<file path="config.mk">
export PLATFORM = sky130hd
export DESIGN_NAME = i2c_cmd_sequencer
export DESIGN_NICKNAME = d
export VERILOG_FILES = /design/src/rtl/i2c_cmd_sequencer.sv
export SDC_FILE = /design/constraint.sdc
export NUM_CORES = 1
export LEC_CHECK = 0
export BUFFER_PORTS_ARGS = -buffer_cell sky130_fd_sc_hd__clkbuf_2
export CORE_ASPECT_RATIO = 0.9
export CORE_UTILIZATION = 30
export CTS_CLUSTER_DIAMETER = 40
export DETAILED_ROUTE_END_ITERATION = 10
export PLACE_DENSITY = 0.48
export SLEW_MARGIN = 0
export SYNTH_ARGS = -nofsm -noshare
export SYNTH_HDL_FRONTEND = slang
export SYNTH_SLANG_ARGS = --single-unit
</file>
<file path="constraint.sdc">
create_clock -name clk -period 2.25 [get_ports clk]
set_input_delay 0.1125 -clock clk [delete_from_list [all_inputs] [get_ports clk]]
set_output_delay 0.1125 -clock clk [all_outputs]
set_load 0.02 [all_outputs]
</file>
<file path="src/rtl/i2c_cmd_sequencer.sv">
// Command FIFO and launch sequencer in front of a single-byte I2C master.
// Optional per-phase watchdog enabled by defining I2C_SEQ_TIMEOUT_EN.
module i2c_cmd_sequencer #(
    parameter int DEPTH          = 4,
    parameter int TIMEOUT_CYCLES = 65535
) (
    input  logic                     clk,
    input  logic                     rst,
    input  logic                     cmd_valid,
    output logic                     cmd_ready,
    input  logic                     cmd_rw,
    input  logic [6:0]               cmd_addr,
    input  logic [7:0]               cmd_wdata,
    output logic [$clog2(DEPTH):0]   fifo_level,
    output logic                     rsp_valid,
    output logic [7:0]               rsp_rdata,
    output logic                     rsp_err,
    output logic                     busy,
    output logic [6:0]               m_addr,
    output logic [7:0]               m_data_in,
    output logic                     m_rw,
    output logic                     m_enable,
    input  logic                     m_ready,
    input  logic [7:0]               m_data_out
);
    localparam int AW = $clog2(DEPTH);
    localparam int LW = AW + 1;

    localparam logic [1:0] IDLE      = 2'd0;
    localparam logic [1:0] LAUNCH    = 2'd1;
    localparam logic [1:0] WAIT_DONE = 2'd2;
    localparam logic [1:0] RESP      = 2'd3;

    logic [15:0]   mem [DEPTH];
    logic [AW-1:0] wr_ptr;
    logic [AW-1:0] rd_ptr;
    logic [LW-1:0] level;
    logic [1:0]    state;
    logic          sync1;
    logic          ready_s;
    logic          push;
    logic          pop;
    logic          launch_done;
    logic          done;
    logic          abort;

    assign cmd_ready   = (level != LW'(DEPTH));
    assign fifo_level  = level;
    assign push        = cmd_valid && cmd_ready;
    assign pop         = (state == IDLE) && (level != '0) && ready_s;
    assign launch_done = (state == LAUNCH) && !ready_s;
    assign done        = (state == WAIT_DONE) && ready_s;
    assign rsp_valid   = (state == RESP);
    assign busy        = (state != IDLE) || (level != '0);

    // m_ready comes from the master's slow clock domain; idle level is high
    always_ff @(posedge clk or posedge rst) begin
        if (rst) begin
            sync1   <= 1'b1;
            ready_s <= 1'b1;
        end else begin
            sync1   <= m_ready;
            ready_s <= sync1;
        end
    end

    always_ff @(posedge clk) begin
        if (push) mem[wr_ptr] <= {cmd_rw, cmd_addr, cmd_wdata};
    end

    always_ff @(posedge clk or posedge rst) begin
        if (rst) begin
            wr_ptr <= '0;
            rd_ptr <= '0;
            level  <= '0;
        end else begin
            if (push) wr_ptr <= wr_ptr + 1'b1;
            if (pop)  rd_ptr <= rd_ptr + 1'b1;
            case ({push, pop})
                2'b10:   level <= level + 1'b1;
                2'b01:   level <= level - 1'b1;
                default: level <= level;
            endcase
        end
    end

`ifdef I2C_SEQ_TIMEOUT_EN
    localparam int CW = $clog2(TIMEOUT_CYCLES);

    logic [CW-1:0] to_cnt;
    logic          in_phase;

    assign in_phase = (state == LAUNCH) || (state == WAIT_DONE);
    // A normal phase exit on the same cycle as the deadline takes priority
    assign abort    = in_phase && !launch_done && !done &&
                      (to_cnt == CW'(TIMEOUT_CYCLES - 1));

    always_ff @(posedge clk or posedge rst) begin
        if (rst)                     to_cnt <= '0;
        else if (pop || launch_done) to_cnt <= '0;
        else if (in_phase)           to_cnt <= to_cnt + 1'b1;
    end

    always_ff @(posedge clk or posedge rst) begin
        if (rst)        rsp_err <= 1'b0;
        else if (done)  rsp_err <= 1'b0;
        else if (abort) rsp_err <= 1'b1;
    end
`else
    assign abort   = 1'b0;
    assign rsp_err = 1'b0;
`endif

    always_ff @(posedge clk or posedge rst) begin
        if (rst) begin
            state     <= IDLE;
            m_enable  <= 1'b0;
            m_addr    <= '0;
            m_data_in <= '0;
            m_rw      <= 1'b0;
            rsp_rdata <= '0;
        end else begin
            case (state)
                IDLE: begin
                    if (pop) begin
                        {m_rw, m_addr, m_data_in} <= mem[rd_ptr];
                        m_enable <= 1'b1;
                        state    <= LAUNCH;
                    end
                end
                LAUNCH: begin
                    if (launch_done) begin
                        m_enable <= 1'b0;
                        state    <= WAIT_DONE;
                    end else if (abort) begin
                        m_enable  <= 1'b0;
                        rsp_rdata <= '0;
                        state     <= RESP;
                    end
                end
                WAIT_DONE: begin
                    if (done) begin
                        rsp_rdata <= m_rw ? m_data_out : 8'h00;
                        state     <= RESP;
                    end else if (abort) begin
                        rsp_rdata <= '0;
                        state     <= RESP;
                    end
                end
                default: state <= IDLE;
            endcase
        end
    end
endmodule

</file>
==> flow_summary.yaml, run 1 <==
run_status:
  outcome: "complete, no violations"
setup_path:
  end_kind: "flip-flop"
  reg2regPathDepth: 9
  cp-start-kind: "flip-flop"
  cp.depth: 9
  path_cells: "or3b_4 -> and2_4 -> inv_1 -> ha_2 -> inv_1 -> fa_2 -> xor2_1 -> nor2_1 -> xor2_1"
  crit_path_max_incr_delay_ns: 0.41
  critical_path.n_buffers_inverters: 2
  worstPathArrival_ns: 2.38
  crit_slowest_cell: "or3b_4"
  cp.required_ns: 2.51
  critical_path_class: "flip-flop to flip-flop"
  critPathMaxFanout: 4
  cpLargestDelayFamily: "simple AND/OR/NAND/NOR gates"
timing:
  setup_viol: 0
  finalCritPeriodShare: 0.943
  hold_viol_final: 0
  slew_headroom: 0.663
  skew_ns: 0.00984
  fmax_mhz: 471
  period_minus_slack_ns: 2.12
  tns_ns: 0
  slew_violations: 0
  rsz0062_at_grt: "false"
  worst_pin_slew_ns: 0.505
finish:
  nNetsFinal: 375
  layout_commonest_cell: "nand2_1"
  area_delta_synth_final_pct: 26.5
  layout-drive-gt1-share: 0.339
  multi_input_area_sq_mm: 0.00102
  seqCellArea_sq_mm: 0.00283
  stdcell_area_sq_mm: 0.00497
  layout_common_cells: "nand2_1 (66), edfxtp_1 (64), clkbuf_2 (58)"
  fill_cells: 1185
  antennaDiodeCount: 0
floorplan:
  ios: 60
  die_y_microns: 111
  core_sq_mm: 0.0127
  die_area_sq_mm: 0.0136
  initial_core_util: 0.309
  die_w_microns: 123
  core.rowCount: 39
clock_tree:
  htree_levels: 3
  root_buffer: "clkbuf_16"
  clock_latency_ns: 0.34
  cts_tree: "yes"
  numCtsBuffers: 9
  cts.sinks: 100
  clk_pin_slew_ns: 0.06
  cts_buffer_depth: 2
pwr:
  switchingPower_uw: 2220
  clockPowerShare: 0.233
  p_comb_frac: 0.341
  seqPwrFrac: 0.426
  power.total_uw: 6590
  ir_drop_v: 0.000429
  powerDensity_mw_per_mm2: 1330
  netSwitchingFraction: 0.338
  power.internal_uw: 4360
  power.leakage_uw: 0.00204
synthesis:
  netlist_instances: 247
  yosysUniqueCellTypes: 30
  seq_area_frac_synth: 0.719
  async_flop_share: 0.360
  ys_warn_count: 0
  syn_area_sq_mm: 0.00393
  synth_fp_nets: 285
  avgSynthCellArea_sq_um: 15.9
  synth_seq_cells: 100
  synthFlopType: "edfxtp_1"
  synth-edff-count: 64
placed_design:
  gp_congestion: 0.695
  postPlaceCellArea_sq_mm: 0.00445
  port_buffers: 58
  dp_hpwl_mm: 4.74
route:
  vias: 2187
  ant_nets: 0
  wl_per_cell_microns: 14.9
  route.detailed.drc: 0
  drt_iter0_drc: 68
  wl_mm: 7.52
  dr.pass1.iters: 4
  via_per_inst: 4.32
global_route:
  overflow: 0
  grtUsageTotal: 0.124
  grt_max_degree: 37
  grt_pass1_vias: 2227
  antenna_found_initial: 0
  grt_pass1_wl_mm: 12.1
min_path:
  hold_depth: 1
  hold_path.class: "primary input to flip-flop"
job:
  cap_violations: 0
## worst paths after layout
kind                                                start                         to  slack (ns)
worst max-delay path            fifo_level[0]$_DFFE_PP0P_  fifo_level[2]$_DFFE_PP0P_        0.13
worst min-delay path                          cmd_addr[6]       mem[1][14]$_DFFE_PP_        0.01
worst max register to register  fifo_level[0]$_DFFE_PP0P_  fifo_level[2]$_DFFE_PP0P_        0.13
worst min register to register            sync1$_DFF_PP1_          ready_s$_DFF_PP1_        0.36
max in group asynchronous                             rst  fifo_level[1]$_DFFE_PP0P_        1.46
min in group asynchronous                             rst      m_addr[5]$_DFFE_PP0P_        0.42
## area by class of cell
class | instances | area share
well taps | 164 | 0.0413
clock inverters | 5 | 0.0123
flip-flops and latches | 100 | 0.569
inverters | 10 | 0.00755
multi-input cells | 128 | 0.206
clock buffers | 11 | 0.0468
repair buffers | 88 | 0.117
## cell usage after synthesis (2+ instances only)
| master | n | area [sq um] |
|---|---|---|
| edfxtp_1 | 64 | 1920 |
| xor2_1 | 2 | 17.5 |
| mux4_2 | 16 | 360 |
| nand2_1 | 66 | 248 |
| xnor2_1 | 4 | 35.0 |
| nor2_1 | 2 | 7.51 |
| buf_4 | 3 | 22.5 |
| and3_2 | 4 | 30.0 |
| dfrtp_1 | 34 | 851 |
| dfstp_2 | 2 | 52.6 |
| inv_1 | 9 | 33.8 |
| o21ai_0 | 11 | 55.1 |
| clkbuf_1 | 2 | 7.51 |
| buf_2 | 4 | 20.0 |
| ha_1 | 9 | 113 |
## power groups by stage
stage | clock, uW | combinational [uW] | sequential [uW]
2_1_floorplan | 0 | 1290 | 3070
3_3_place_gp | 0 | 2220 | 2840
6_report | 1530 | 2250 | 2810
3_5_place_dp | 0 | 2250 | 2860
4_1_cts | 1580 | 2290 | 2820
5_1_grt | 1640 | 2520 | 2880
## stage by stage
step	std cells	utilization	worst slack (ns)	hold WS (ns)
floorplan	247	-	0.0355	0.117
finish	506	0.390	0.129	0.0108
CTS	504	0.389	0.0537	0.00350
detailed placement	468	0.350	0.0748	0.203
global route	506	0.390	0.0380	0.0154
global placement	468	0.350	0.123	0.202
## metal layers
layer	wire [microns]	track usage	up-vias
li1	-	-	1062
met1	3410	0.156	1062
met2	3620	0.193	54
met3	379	0.0398	9
met4	115	0.0537	0
met5	0	0	-
## cell families after synthesis
logic type	synth area share
and+or+nand+nor	0.0841
adders and majority gates	0.0337
other	0.000954
DFF	0.719
AOI/OAI and AO/OA	0.0258
muxes	0.101
xor gates and xnor gates	0.0134
buffers and inverters	0.0223
## what timing repair did
| item | 4_1_cts | 5_1_grt |
|---|---|---|
| setup buffers | 0 | 1 |
| endpoints found under the setup margin | 0 | 1 |
| endpoints found under the hold margin | 95 | 2 |
| gates resized for setup | 0 | 2 |
| hold buffers | 20 | 1 |
## sequential cells by signal, indices dropped and copies added (netlist names), 2 cells and up
| name | cells |
|---|---|
| m_data_in | 8 |
| rsp_rdata | 8 |
| fifo_level | 3 |
| mem | 64 |
| state | 2 |
| rd_ptr | 2 |
| wr_ptr | 2 |
| m_addr | 7 |
No activity file was read; power rests on OpenSTA's default activity.
==> run 2, diff against run 1 <==
clock period = 1.9 ns   (was 2.25 ns; I/O delays follow)
==> run 2 against run 1 <==
  * Non-clock buffer count is 17 higher
  * Critical path depth unchanged
  * The flow now finishes with violations (setup timing)
  * Die area did not move
  * Wire length up 3.0%
  * Sequential power rose by 17%
  * Largest power group unchanged
  * Global-route usage hardly changed
  * Critical path type unchanged
  * Setup slack worse by 0.19 ns
  * Core utilization grew 2.2 points
==> flow_summary.yaml, run 2 (synthesis gave the netlist of run 1 again) <==
run_status:
  outcome: "complete, but fails checks"
  violations: "setup timing"
setup_path:
  cp.required_ns: 2.17
  critical_path_class: "flip-flop to flip-flop"
  worstPathArrival_ns: 2.23
  crit_slowest_cell: "dfrtp_2"
  cpLargestDelayFamily: "simple AND/OR/NAND/NOR gates"
  cp-start-kind: "flip-flop"
  path_cells: "or3b_4 -> and2_4 -> inv_2 -> ha_4 -> inv_2 -> fa_2 -> xor2_1 -> nor2_1 -> xor2_1"
  critical_path.n_buffers_inverters: 2
  critPathMaxFanout: 2
  end_kind: "flip-flop"
  crit_path_max_incr_delay_ns: 0.40
clock_tree:
  numCtsBuffers: 9
  root_buffer: "clkbuf_16"
  cts_tree: "yes"
  cts.sinks: 100
  cts_buffer_depth: 2
  htree_levels: 3
  clock_latency_ns: 0.35
  clk_pin_slew_ns: 0.07
route:
  drt_iter0_drc: 99
  wl_mm: 7.75
  via_per_inst: 4.30
  ant_nets: 0
  highest-signal-layer: "met4"
  route.detailed.drc: 0
  wl_per_cell_microns: 14.8
  dr.pass1.iters: 4
  wl_met3_microns: 310
  routed-wl-met2_mm: 3.80
  vias: 2249
  m1WireLength_mm: 3.53
min_path:
  hold_path.class: "primary input to flip-flop"
pwr:
  powerDensity_mw_per_mm2: 1600
  power.leakage_uw: 0.00216
  ir_drop_v: 0.000591
  power.total_uw: 8390
global_route:
  grtUsageTotal: 0.124
  grt_pass1_wl_mm: 12.5
  grt_max_degree: 19
  antenna_found_initial: 0
  overflow: 0
  grt_pass1_vias: 2425
floorplan:
  ios: 60
  die_area_sq_mm: 0.0136
  core.rowCount: 39
  die_y_microns: 111
  die_w_microns: 123
  core_sq_mm: 0.0127
  initial_core_util: 0.309
job:
  cap_violations: 0
timing:
  hold_viol_final: 0
  skew_ns: 0.00825
  slew_violations: 0
  rsz0062_at_grt: "true"
  setup_viol: 1
  fmax_mhz: 509
  whs_ns: 0.233
  fin_ws_ns: -0.0654
  finalCritPeriodShare: 1.03
  period_minus_slack_ns: 1.97
placed_design:
  gp_congestion: 0.777
  dp_hpwl_mm: 5.03
  dpl_worst_slack_ns: -0.0738
  port_buffers: 58
finish:
  largest-register: "mem"
  layout_commonest_cell: "nand2_1"
  largest_register_ffs: 64
  layout_common_cells: "nand2_1 (66), edfxtp_1 (64), clkbuf_2 (57)"
  layout-drive-gt1-share: 0.373
  nNetsFinal: 392
  top_regs: "mem: 64 flops, m_data_in: 8 flops, rsp_rdata: 8 flops"
  antennaDiodeCount: 0
  area_delta_synth_final_pct: 33.5
## run 2: routing by layer
metal | GRT usage | vias up
li1 | - | 1091
met1 | 0.154 | 1098
met2 | 0.202 | 52
met3 | 0.0362 | 8
met4 | 0.0463 | 0
met5 | 0 | -
## run 2: area by class of cell
type,count,area (sq um)
Inverter,10,37.5
Clock inverter,7,129
Clock buffer,9,225
Multi-Input combinational cell,128,1040
Timing Repair Buffer,105,777
Sequential cell,100,2830
Fill cell,1183,7490
Tap cell,164,205
## run 2: per-stage QoR
step / setup TNS, ns / cells / util / instance area (sq um)
after global routing: -0.167 / 523 / 0.412 / 5250
after CTS: -0.0709 / 522 / 0.411 / 5240
after detailed placement: -0.0738 / 480 / 0.363 / 4620
final: -0.0654 / 523 / 0.412 / 5250
after global placement: -0.0637 / 480 / 0.363 / 4620
after floorplan: -0.378 / 247 / - / 3970
## run 2: final timing paths
kind                                           start                   endpoint  slack [ns]  cells after the start
hold / removal                             cmd_valid      wr_ptr[0]$_DFFE_PP0P_        0.23                      4
setup / recovery           fifo_level[0]$_DFFE_PP0P_  fifo_level[2]$_DFFE_PP0P_       -0.07                      9
min in group asynchronous                        rst   rsp_rdata[5]$_DFFE_PP0P_        0.28                      3
hold reg to reg                      sync1$_DFF_PP1_          ready_s$_DFF_PP1_        0.36                      0
max in group asynchronous                        rst            sync1$_DFF_PP1_        0.98                      4
setup reg to reg           fifo_level[0]$_DFFE_PP0P_  fifo_level[2]$_DFFE_PP0P_       -0.07                      9
## run 2: what timing repair did
item | 4_1_cts | 5_1_grt
gates resized for setup | 2 | 3
endpoints found under the hold margin | 83 | 0
buffers inserted | 0 | 1
pin swaps | 5 | 4
endpoints found under the setup margin | 2 | 3
hold buffers | 26 | 0
## run 2: worst register-to-register path, cell delays in order, from the launching register on
cell and delay [ns]:
dfrtp_2 0.40, or3b_4 0.40, and2_4 0.15, inv_2 0.05, ha_4 0.12, inv_2 0.03, fa_2 0.32, xor2_1 0.15
nor2_1 0.12, xor2_1 0.14
## run 2: report_power, final
group,internal (uW),switching [uW]
Combinational,1340,1630
Clock,1310,826
Sequential,2990,287
Total,5640,2740
==> run 3, diff against run 2 <==
CORE_MARGIN = 2   (was not set)
CTS_CLUSTER_DIAMETER = 80   (was 40)
MAX_ROUTING_LAYER = met4   (was not set)
==> run 3 against run 2 <==
  * Count of clock-buffer cells in the layout is the same
  * Clock power down 13%
  * Register-to-register slack gained 0.03 ns
  * The run still ends with setup timing left
  * Flip-flop and latch count unchanged
  * Cell area decreased by 1.2%
  * Critical path type unchanged
  * Via count up 1.2%
  * Combinational power about the same
  * Sequential power hardly changed
  * Sequential share of layout area up 0.64 points
==> flow_summary.yaml, run 3 (synthesis gave the netlist of run 1 again) <==
run_status:
  outcome: "complete, but fails checks"
  violations: "setup timing"
finish:
  area_delta_synth_final_pct: 32.0
  layout_commonest_cell: "nand2_1"
  largest_register_ffs: 64
  nNetsFinal: 391
  stdcell_area_sq_mm: 0.00519
  layout_common_cells: "nand2_1 (66), edfxtp_1 (64), clkbuf_2 (58)"
  antennaDiodeCount: 0
  top_regs: "mem: 64 flops, m_data_in: 8 flops, rsp_rdata: 8 flops"
  fin_util: 0.407
  fill_cells: 1222
  largest-register: "mem"
  layout-drive-gt1-share: 0.366
route:
  ant_nets: 0
  dr.pass1.iters: 4
  drt_iter0_drc: 84
  wl_per_cell_microns: 15.1
  vias: 2277
  route.detailed.drc: 0
  via_per_inst: 4.36
  wl_mm: 7.87
clock_tree:
  cts_setup_buffers: 0
  clock_latency_ns: 0.34
  numCtsBuffers: 9
  cts_tree: "yes"
  htree_levels: 3
  cts.sinks: 100
  clk_pin_slew_ns: 0.07
  root_buffer: "clkbuf_16"
  cts_buffer_depth: 2
pwr:
  clockPowerShare: 0.231
  p_comb_frac: 0.365
  netSwitchingFraction: 0.337
  switchingPower_uw: 2730
  seqPwrFrac: 0.405
  ir_drop_v: 0.000916
  power.leakage_uw: 0.00214
  powerDensity_mw_per_mm2: 1560
  power.internal_uw: 5370
  power.total_uw: 8100
global_route:
  grtUsageTotal: 0.127
  grt_pass1_vias: 2432
  overflow: 0
  grt_max_degree: 37
  antenna_found_initial: 0
  grt_pass1_wl_mm: 13.1
timing:
  finalCritPeriodShare: 1.02
  period_minus_slack_ns: 1.94
  setup_viol: 1
  fmax_mhz: 516
  slew_headroom: 0.663
  hold_viol_final: 0
  rsz0062_at_grt: "true"
  fin_ws_ns: -0.0383
  skew_ns: 0.00990
  slew_violations: 0
  worst_pin_slew_ns: 0.506
floorplan:
  die_w_microns: 125
  ios: 60
  die_y_microns: 113
  core.rowCount: 39
  initial_core_util: 0.309
  die_area_sq_mm: 0.0140
  core_sq_mm: 0.0127
setup_path:
  r2r-start: "fifo_level[1]$_DFFE_PP0P_"
  cp.required_ns: 2.17
  r2r_slack_ns: -0.04
  reg2regPathDepth: 9
  r2r-end: "fifo_level[2]$_DFFE_PP0P_"
  critPathMaxFanout: 2
  worstPathArrival_ns: 2.21
  end_kind: "flip-flop"
  cp-start-kind: "flip-flop"
  critical_path_class: "flip-flop to flip-flop"
min_path:
  holdPathEnd: "wr_ptr[0]$_DFFE_PP0P_"
  hold_path.class: "primary input to flip-flop"
  worstHoldStart: "cmd_valid"
  hold_depth: 4
placed_design:
  port_buffers: 58
  postPlaceCellArea_sq_mm: 0.00462
  gp_congestion: 0.705
  dp_hpwl_mm: 5.02
  dpl_worst_slack_ns: -0.0817
job:
  cap_violations: 0
run 3: cell count changes in the layout (fill, tap and decap cells not counted):
cell	delta
bufinv_16	-2
clkinvlp_4	+1
buf_4	-1
buf_6	-1
inv_1	+2
clkinv_2	+1
clkbuf_2	+1
inv_2	-2
run 3: area by class of cell:
class | count | area, sq um | area share
repair buffers | 104 | 763 | 0.147
multi-input cells | 128 | 1040 | 0.201
flip-flops and latches | 100 | 2830 | 0.545
well taps | 164 | 205 | 0.0396
inverters | 10 | 37.5 | 0.00724
clock inverters | 7 | 81.3 | 0.0157
clock buffers | 9 | 225 | 0.0434
run 3: layer usage:
metal | global-route usage | wire [microns] | vias to the layer above | part of all wire
li1 | - | - | 1091 | -
met1 | 0.157 | 3650 | 1118 | 0.46
met2 | 0.198 | 3770 | 64 | 0.48
met3 | 0.0448 | 429 | 4 | 0.054
met4 | 0.0337 | 30 | 0 | 0.0038
met5 | - | 0 | - | 0
run 3: stage by stage:
| stage | hold WS [ns] | instances | setup TNS, ns |
|---|---|---|---|
| 3_3_place_gp | 0.187 | 480 | -0.0597 |
| 6_report | 0.255 | 522 | -0.0383 |
| 2_1_floorplan | 0.0995 | 247 | -0.378 |
| 3_5_place_dp | 0.184 | 480 | -0.0817 |
| 5_1_grt | 0.272 | 522 | -0.134 |
| 4_1_cts | 0.244 | 522 | -0.0482 |
run 3: power by group through the flow:
| stage | sequential [uW] | combinational (uW) | clock, uW |
|---|---|---|---|
| finish | 3280 | 2960 | 1870 |
| global route | 3360 | 3280 | 2020 |
| CTS | 3290 | 3030 | 1930 |
| detailed placement | 3330 | 2970 | 0 |
| global placement | 3310 | 2950 | 0 |
| floorplan | 3640 | 1580 | 0 |
run 3: critical path: stages, from the launching register on:
cell	delay [ns]
dfrtp_2	0.40
or3b_4	0.40
and2_4	0.15
inv_2	0.05
ha_4	0.12
inv_2	0.03
fa_2	0.32
xor2_1	0.15
nor2_1	0.11
xor2_1	0.14
run 3: what timing repair did:
action | CTS | global route
endpoints found under the hold margin | 107 | 0
gates resized for setup | 0 | 0
pin swaps | 4 | 0
hold buffers | 26 | 0
endpoints found under the setup margin | 1 | 1
run 3: how the worst max path moves through the flow:
| stage | startpoint | endpoint | slack [ns] | cells past startpoint |
|---|---|---|---|---|
| floorplan | fifo_level[0]$_DFFE_PP0P_ | fifo_level[2]$_DFFE_PP0P_ | -0.25 | 9 |
| global placement | fifo_level[0]$_DFFE_PP0P_ | fifo_level[2]$_DFFE_PP0P_ | -0.06 | 9 |
| detailed placement | fifo_level[0]$_DFFE_PP0P_ | fifo_level[2]$_DFFE_PP0P_ | -0.08 | 9 |
| CTS | fifo_level[1]$_DFFE_PP0P_ | fifo_level[2]$_DFFE_PP0P_ | -0.05 | 9 |
| global route | fifo_level[1]$_DFFE_PP0P_ | fifo_level[2]$_DFFE_PP0P_ | -0.13 | 9 |
| finish | fifo_level[1]$_DFFE_PP0P_ | fifo_level[2]$_DFFE_PP0P_ | -0.04 | 9 |
